--- config.mk ---
export PLATFORM = sky130hd
export DESIGN_NAME = fetch_unit_flat
export DESIGN_NICKNAME = d
export VERILOG_FILES = /design/src/rtl/fetch_unit_if.sv /design/src/rtl/fetch_unit.sv /design/src/flat_wrapper.sv
export SDC_FILE = /design/constraint.sdc
export NUM_CORES = 1
export LEC_CHECK = 0
export CAP_MARGIN = 5
export CORE_MARGIN = 1
export CORE_UTILIZATION = 48
export CTS_CLUSTER_DIAMETER = 80
export DETAILED_ROUTE_END_ITERATION = 7
export PLACE_DENSITY_LB_ADDON = 0.1
export SLEW_MARGIN = 0
export SYNTH_ARGS = -nofsm -noshare
export SYNTH_HDL_FRONTEND = slang
export SYNTH_SLANG_ARGS = --single-unit
--- constraint.sdc ---
create_clock -name clk -period 3.25 [get_ports clk]
set_clock_uncertainty 0.15 [all_clocks]
set_input_delay 0.65 -clock clk [delete_from_list [all_inputs] [get_ports clk]]
set_output_delay 0.65 -clock clk [all_outputs]
set_load 0.02 [all_outputs]
--- src/rtl/fetch_unit_if.sv ---
// Instruction-memory read bus between fetch_unit (master) and instruction memory (slave).
// One request is held until a single-cycle ready returns the read data.
interface fetch_unit_if #(
   parameter int ADDR_W = 16,
   parameter int DATA_W = 16
);
   logic              mem_req;
   logic [ADDR_W-1:0] mem_addr;
   logic [DATA_W-1:0] mem_rdata;
   logic              mem_ready;

   modport master (output mem_req, mem_addr, input mem_rdata, mem_ready);
   modport slave  (input mem_req, mem_addr, output mem_rdata, mem_ready);
endinterface

--- src/rtl/fetch_unit.sv ---
// Responder to fetch/decode/execute phase strobes: reads the IR, splits its fields and retires it.
// Optional macro FETCH_PHASE_CHECK_EN builds a sticky phase-order error flag (phase_err).
module fetch_unit #(
   parameter int                DATA_W   = 16,
   parameter int                ADDR_W   = 16,
   parameter logic [ADDR_W-1:0] RESET_PC = {ADDR_W{1'b0}}
) (
   input  logic              clk,
   input  logic              reset,
   input  logic              en,
   input  logic              fetch,
   input  logic              decode,
   input  logic              execute,
   fetch_unit_if.master      mem,
   input  logic              br_take,
   input  logic [ADDR_W-1:0] br_target,
   output logic [ADDR_W-1:0] pc,
   output logic [DATA_W-1:0] ir,
   output logic [3:0]        opcode,
   output logic [3:0]        rd,
   output logic [3:0]        rs,
   output logic [7:0]        imm8,
   output logic              ir_valid,
   output logic              dec_valid,
   output logic              stall,
   output logic              exec_done,
   output logic              phase_err
);

   typedef enum logic [1:0] {
      IDLE    = 2'd0,
      BUSY    = 2'd1,
      HAVE_IR = 2'd2,
      DECODED = 2'd3
   } state_t;

   state_t            state_r;
   logic [ADDR_W-1:0] pc_r;
   logic [DATA_W-1:0] ir_r;
   logic [3:0]        opcode_r, rd_r, rs_r;
   logic [7:0]        imm8_r;
   logic              mem_req_r, stall_r, ir_valid_r, dec_valid_r, exec_done_r;
   logic              fetch_d_r, decode_d_r, execute_d_r;
   logic              fetch_e_s, decode_e_s, execute_e_s;

   assign fetch_e_s   = fetch   & ~fetch_d_r;
   assign decode_e_s  = decode  & ~decode_d_r;
   assign execute_e_s = execute & ~execute_d_r;

   // Phase FSM; a read in BUSY completes even with en low so memory never hangs.
   always_ff @(posedge clk or posedge reset) begin
      if (reset) begin
         state_r     <= IDLE;
         pc_r        <= RESET_PC;
         ir_r        <= {DATA_W{1'b0}};
         opcode_r    <= 4'd0;
         rd_r        <= 4'd0;
         rs_r        <= 4'd0;
         imm8_r      <= 8'd0;
         mem_req_r   <= 1'b0;
         stall_r     <= 1'b0;
         ir_valid_r  <= 1'b0;
         dec_valid_r <= 1'b0;
         exec_done_r <= 1'b0;
         fetch_d_r   <= 1'b0;
         decode_d_r  <= 1'b0;
         execute_d_r <= 1'b0;
      end else begin
         fetch_d_r   <= fetch;
         decode_d_r  <= decode;
         execute_d_r <= execute;
         exec_done_r <= 1'b0;
         case (state_r)
            IDLE: begin
               if (en && fetch_e_s) begin
                  mem_req_r <= 1'b1;
                  stall_r   <= 1'b1;
                  state_r   <= BUSY;
               end
            end
            BUSY: begin
               if (mem.mem_ready) begin
                  ir_r       <= mem.mem_rdata;
                  pc_r       <= pc_r + {{(ADDR_W-1){1'b0}}, 1'b1};
                  mem_req_r  <= 1'b0;
                  stall_r    <= 1'b0;
                  ir_valid_r <= 1'b1;
                  state_r    <= HAVE_IR;
               end
            end
            HAVE_IR: begin
               if (en && decode_e_s) begin
                  opcode_r    <= ir_r[15:12];
                  rd_r        <= ir_r[11:8];
                  rs_r        <= ir_r[7:4];
                  imm8_r      <= ir_r[7:0];
                  dec_valid_r <= 1'b1;
                  state_r     <= DECODED;
               end
            end
            DECODED: begin
               if (en && execute_e_s) begin
                  pc_r        <= br_take ? br_target : pc_r;
                  ir_valid_r  <= 1'b0;
                  dec_valid_r <= 1'b0;
                  exec_done_r <= 1'b1;
                  state_r     <= IDLE;
               end
            end
            default: state_r <= IDLE;
         endcase
      end
   end

`ifdef FETCH_PHASE_CHECK_EN
   logic phase_err_r;
   logic order_err_s, multi_s;

   // Ignored edges and overlapping strobes are flagged only while enabled.
   always_comb begin
      order_err_s = en & ((fetch_e_s   & (state_r != IDLE))    |
                          (decode_e_s  & (state_r != HAVE_IR)) |
                          (execute_e_s & (state_r != DECODED)));
      multi_s     = en & ((fetch & decode) | (fetch & execute) | (decode & execute));
   end

   // Sticky until reset.
   always_ff @(posedge clk or posedge reset) begin
      if (reset) begin
         phase_err_r <= 1'b0;
      end else begin
         phase_err_r <= phase_err_r | order_err_s | multi_s;
      end
   end

   assign phase_err = phase_err_r;
`else
   assign phase_err = 1'b0;
`endif

   assign mem.mem_req  = mem_req_r;
   assign mem.mem_addr = pc_r;
   assign pc           = pc_r;
   assign ir           = ir_r;
   assign opcode       = opcode_r;
   assign rd           = rd_r;
   assign rs           = rs_r;
   assign imm8         = imm8_r;
   assign ir_valid     = ir_valid_r;
   assign dec_valid    = dec_valid_r;
   assign stall        = stall_r;
   assign exec_done    = exec_done_r;

endmodule

--- src/flat_wrapper.sv ---
// flat-port wrapper written by rule: the top's interface ports become plain ports
module fetch_unit_flat 
#(
   parameter int                DATA_W   = 16,
   parameter int                ADDR_W   = 16,
   parameter logic [ADDR_W-1:0] RESET_PC = {ADDR_W{1'b0}}
)
  (clk, reset, en, fetch, decode, execute, br_take, br_target, pc, ir, opcode, rd, rs, imm8, ir_valid, dec_valid, stall, exec_done, phase_err, mem_mem_req, mem_mem_addr, mem_mem_rdata, mem_mem_ready);
  fetch_unit_if #(.ADDR_W(ADDR_W), .DATA_W(DATA_W)) mem_i ();
  input  logic clk;
  input  logic reset;
  input  logic en;
  input  logic fetch;
  input  logic decode;
  input  logic execute;
  input  logic br_take;
  input  logic [ADDR_W-1:0] br_target;
  output logic [ADDR_W-1:0] pc;
  output logic [DATA_W-1:0] ir;
  output logic [3:0] opcode;
  output logic [3:0] rd;
  output logic [3:0] rs;
  output logic [7:0] imm8;
  output logic ir_valid;
  output logic dec_valid;
  output logic stall;
  output logic exec_done;
  output logic phase_err;
  output wire logic [$bits(mem_i.mem_req)-1:0] mem_mem_req;
  output wire logic [$bits(mem_i.mem_addr)-1:0] mem_mem_addr;
  input wire logic [$bits(mem_i.mem_rdata)-1:0] mem_mem_rdata;
  input wire logic [$bits(mem_i.mem_ready)-1:0] mem_mem_ready;
  assign mem_mem_req = mem_i.mem_req;
  assign mem_mem_addr = mem_i.mem_addr;
  assign mem_i.mem_rdata = mem_mem_rdata;
  assign mem_i.mem_ready = mem_mem_ready;
  fetch_unit #(.DATA_W(DATA_W), .ADDR_W(ADDR_W), .RESET_PC(RESET_PC)) u_core (.clk(clk), .reset(reset), .en(en), .fetch(fetch), .decode(decode), .execute(execute), .mem(mem_i), .br_take(br_take), .br_target(br_target), .pc(pc), .ir(ir), .opcode(opcode), .rd(rd), .rs(rs), .imm8(imm8), .ir_valid(ir_valid), .dec_valid(dec_valid), .stall(stall), .exec_done(exec_done), .phase_err(phase_err));
endmodule
==> flow_summary.yaml <==
run_status:
  outcome: "completed"
yosys:
  ys_ff_latch: 57
  synth_edf_count: 0
  ys_warn_count: 0
  synth.distinct_cells: 60
  ys.flop_type: "dfrtp_1"
  synthCells: 261
  synth_top_cell_area_share: 0.475
  synth_area_per_cell_um2: 11.5
  synth_area_leaders: "dfrtp_1 47%, mux2_2 13%, buf_4 6.2%"
  seq_area_frac_synth: 0.475
  syn_nets: 307
  synth_top_cell_by_area: "dfrtp_1"
  synthArstFlopShare: 1.00
  netlist_area_um2: 3010
sta:
  report.final.slew_viol_count: 0
  hold_viol: 0
  worst-slew-pin-transition_ps: 703
  period_share: 0.782
  clock.fmax_mhz: 393
  setup_violations: 0
  tns_ps: 0
  period_minus_slack_ps: 2540
  slew_headroom: 0.530
  rsz0062_at_grt: "no"
floorplanning:
  ioPinCount: 114
  fp.dieH_um: 81.1
  die_area_um2: 6580
  num_rows: 28
  fp.dieW_um: 81.1
  coreArea_um2: 5990
  start_util: 0.502
global_route:
  grt-busiest-layer: "met2"
  met3_usage: 0.0955
  grt_max_degree: 28
  grt_use_met2: 0.366
  grt_overflow_total: 0
  grt_pass1_vias: 2283
  grt_pass1_wl_mm: 10.7
  grtUsageMet1: 0.254
  antenna_found_initial: 0
  grt_usage: 0.220
cts:
  cts_resized: 0
  root_buffer: "clkbuf_8"
  cts_sinks: 57
  cts_tree: "done"
  ctsHoldBuffers: 0
  cts_made_buffers: 9
  insertion_delay_ps: 340
  postCtsSetupBuffers: 0
  path_clk_slew_ps: 70
  h-tree-depth: 3
  clockBufferDepth: 2
hold_path:
  hp-class: "flip-flop to flip-flop"
  min_path_cells: 1
finish:
  instances_no_fill: 436
  nNetsFinal: 402
  area_growth_pct: 41.1
  layout-drive-gt1-share: 0.202
  diodes: 0
  fin_area_um2: 4240
  num-fill-cells: 456
power_and_ir_drop:
  ir_worst_vdd_v: 0.000601
  p_leak_nw: 1.82
  powerDensity_nw_per_um2: 1040
setup_path:
  cp_max_fo: 17
  cp.arrival_ps: 2640
  worstSetupPathType: "flip-flop to flip-flop"
  max_stage_delay_ps: 590
  cp.required_ps: 3350
  critPathLaunchType: "flip-flop"
  r2r_cells: 6
  crit_path_end_kind: "flip-flop"
  cp_slowest_cell: "a211oi_4"
  crit_chain: "ha_1 -> buf_4 -> nand2b_4 -> a211oi_4 -> a21oi_1 -> a311oi_1"
detailed_routing:
  drt_first_pass_iters: 4
  drc: 0
  via_count: 2335
  ant_nets: 0
  wl_per_cell_um: 15.4
  drt_iter0_drc: 100
  viasPerCell: 5.36
  drt-total-wl_mm: 6.73
place:
  place_inst: 420
  portBuffers: 112
  postPlaceCellArea_um2: 4020
  gp_congestion: 0.845
  dp_hpwl_mm: 4.77
job:
  maxCapViolCount: 0
-- where the power goes --
part / leakage, nW / switching (mW) / internal [mW]
Sequential: 0.679 / 0.293 / 1.03
Clock: 0.106 / 0.309 / 0.431
Combinational: 1.04 / 1.15 / 1.21
Total: 1.82 / 1.75 / 2.66
-- registers in the layout, indices dropped and copies added, names as in the netlist, 2 cells and up --
register             flops
u_core.rd                4
u_core.opcode            4
u_core.ir               16
u_core.imm8              7
u_core.state_r           2
u_core.mem.mem_addr     16
-- worst paths after layout --
kind                                          startpoint                            endpoint  slack, ps
max in group asynchronous                          reset            u_core.rd[3]$_DFFE_PP0P_       1750
min in group asynchronous                          reset           u_core.ir[10]$_DFFE_PP0P_        540
min                         u_core.opcode[1]$_DFFE_PP0P_        u_core.opcode[1]$_DFFE_PP0P_        360
max                        u_core.state_r[0]$_DFFE_PP0P_  u_core.mem.mem_addr[5]$_DFFE_PP0P_        710
min reg2reg                 u_core.opcode[1]$_DFFE_PP0P_        u_core.opcode[1]$_DFFE_PP0P_        360
max reg2reg                u_core.state_r[0]$_DFFE_PP0P_  u_core.mem.mem_addr[5]$_DFFE_PP0P_        710
-- area by class of cell --
class	count	area, µm²	area share
multi-input combinational	163	1320	0.310
sequential	57	1430	0.336
clock buffer	9	124	0.0292
tap	75	93.8	0.0221
clock inverter	7	93.8	0.0221
timing repair buffer	117	1160	0.273
inverter	8	30.0	0.00708
-- metrics by stage --
step	total power, mW	util	hold slack [ps]	worst slack, ps
after detailed placement	3.69	0.672	343	488
after global routing	4.69	0.708	368	575
final	4.41	0.708	356	708
after CTS	4.45	0.708	361	697
after floorplan	2.80	-	383	1050
after global placement	3.64	0.672	337	540
-- cells by family after synthesis --
family / share of synthesized area
DFF: 0.475
muxes: 0.150
adders and majority gates: 0.0250
and+or+nand+nor: 0.167
buffers and inverters: 0.0878
other: 0.00125
AOI/OAI and AO/OA: 0.0945
-- layer usage --
layer	vias to the layer above	wire (µm)
met2	84	3250
li1	1112	-
met1	1132	2810
met5	-	0
met3	7	576
met4	0	96
-- worst max-delay path, delay by kind of cell (launching register included) --
kind                       cells  cell delay (ps)
DFF                            1              400
AOI/OAI and AO/OA              3              990
adders and majority gates      1              420
buffers and inverters          1              300
and+or+nand+nor                1              190
-- cells in the final DEF, fill, tap and decap left out, types with 3 or more instances in the layout --
| cell | count |
|---|---|
| nand4_1 | 4 |
| and3_1 | 4 |
| nor2_1 | 18 |
| nand2_1 | 10 |
| mux2_2 | 35 |
| nor4b_1 | 3 |
| a21oi_1 | 8 |
| buf_4 | 5 |
| nor3_1 | 7 |
| clkbuf_8 | 9 |
| ha_1 | 6 |
| o22ai_1 | 4 |
| nand3b_1 | 4 |
| inv_1 | 7 |
| nand2b_1 | 3 |
| nand3_1 | 5 |
| clkdlybuf4s50_1 | 112 |
| dfrtp_1 | 57 |
| mux2i_1 | 3 |
-- cells in the mapped netlist, drive strengths merged, types with 4 or more instances --
cell type	instances
nand2	10
nand3	6
nor2	19
inv	8
nand3b	4
buf	33
nand2b	4
nand4	5
and3	5
nor3	9
o22ai	4
dfrtp	57
ha	6
a21oi	8
mux2	37
No activity file was read; power rests on OpenSTA's default activity.
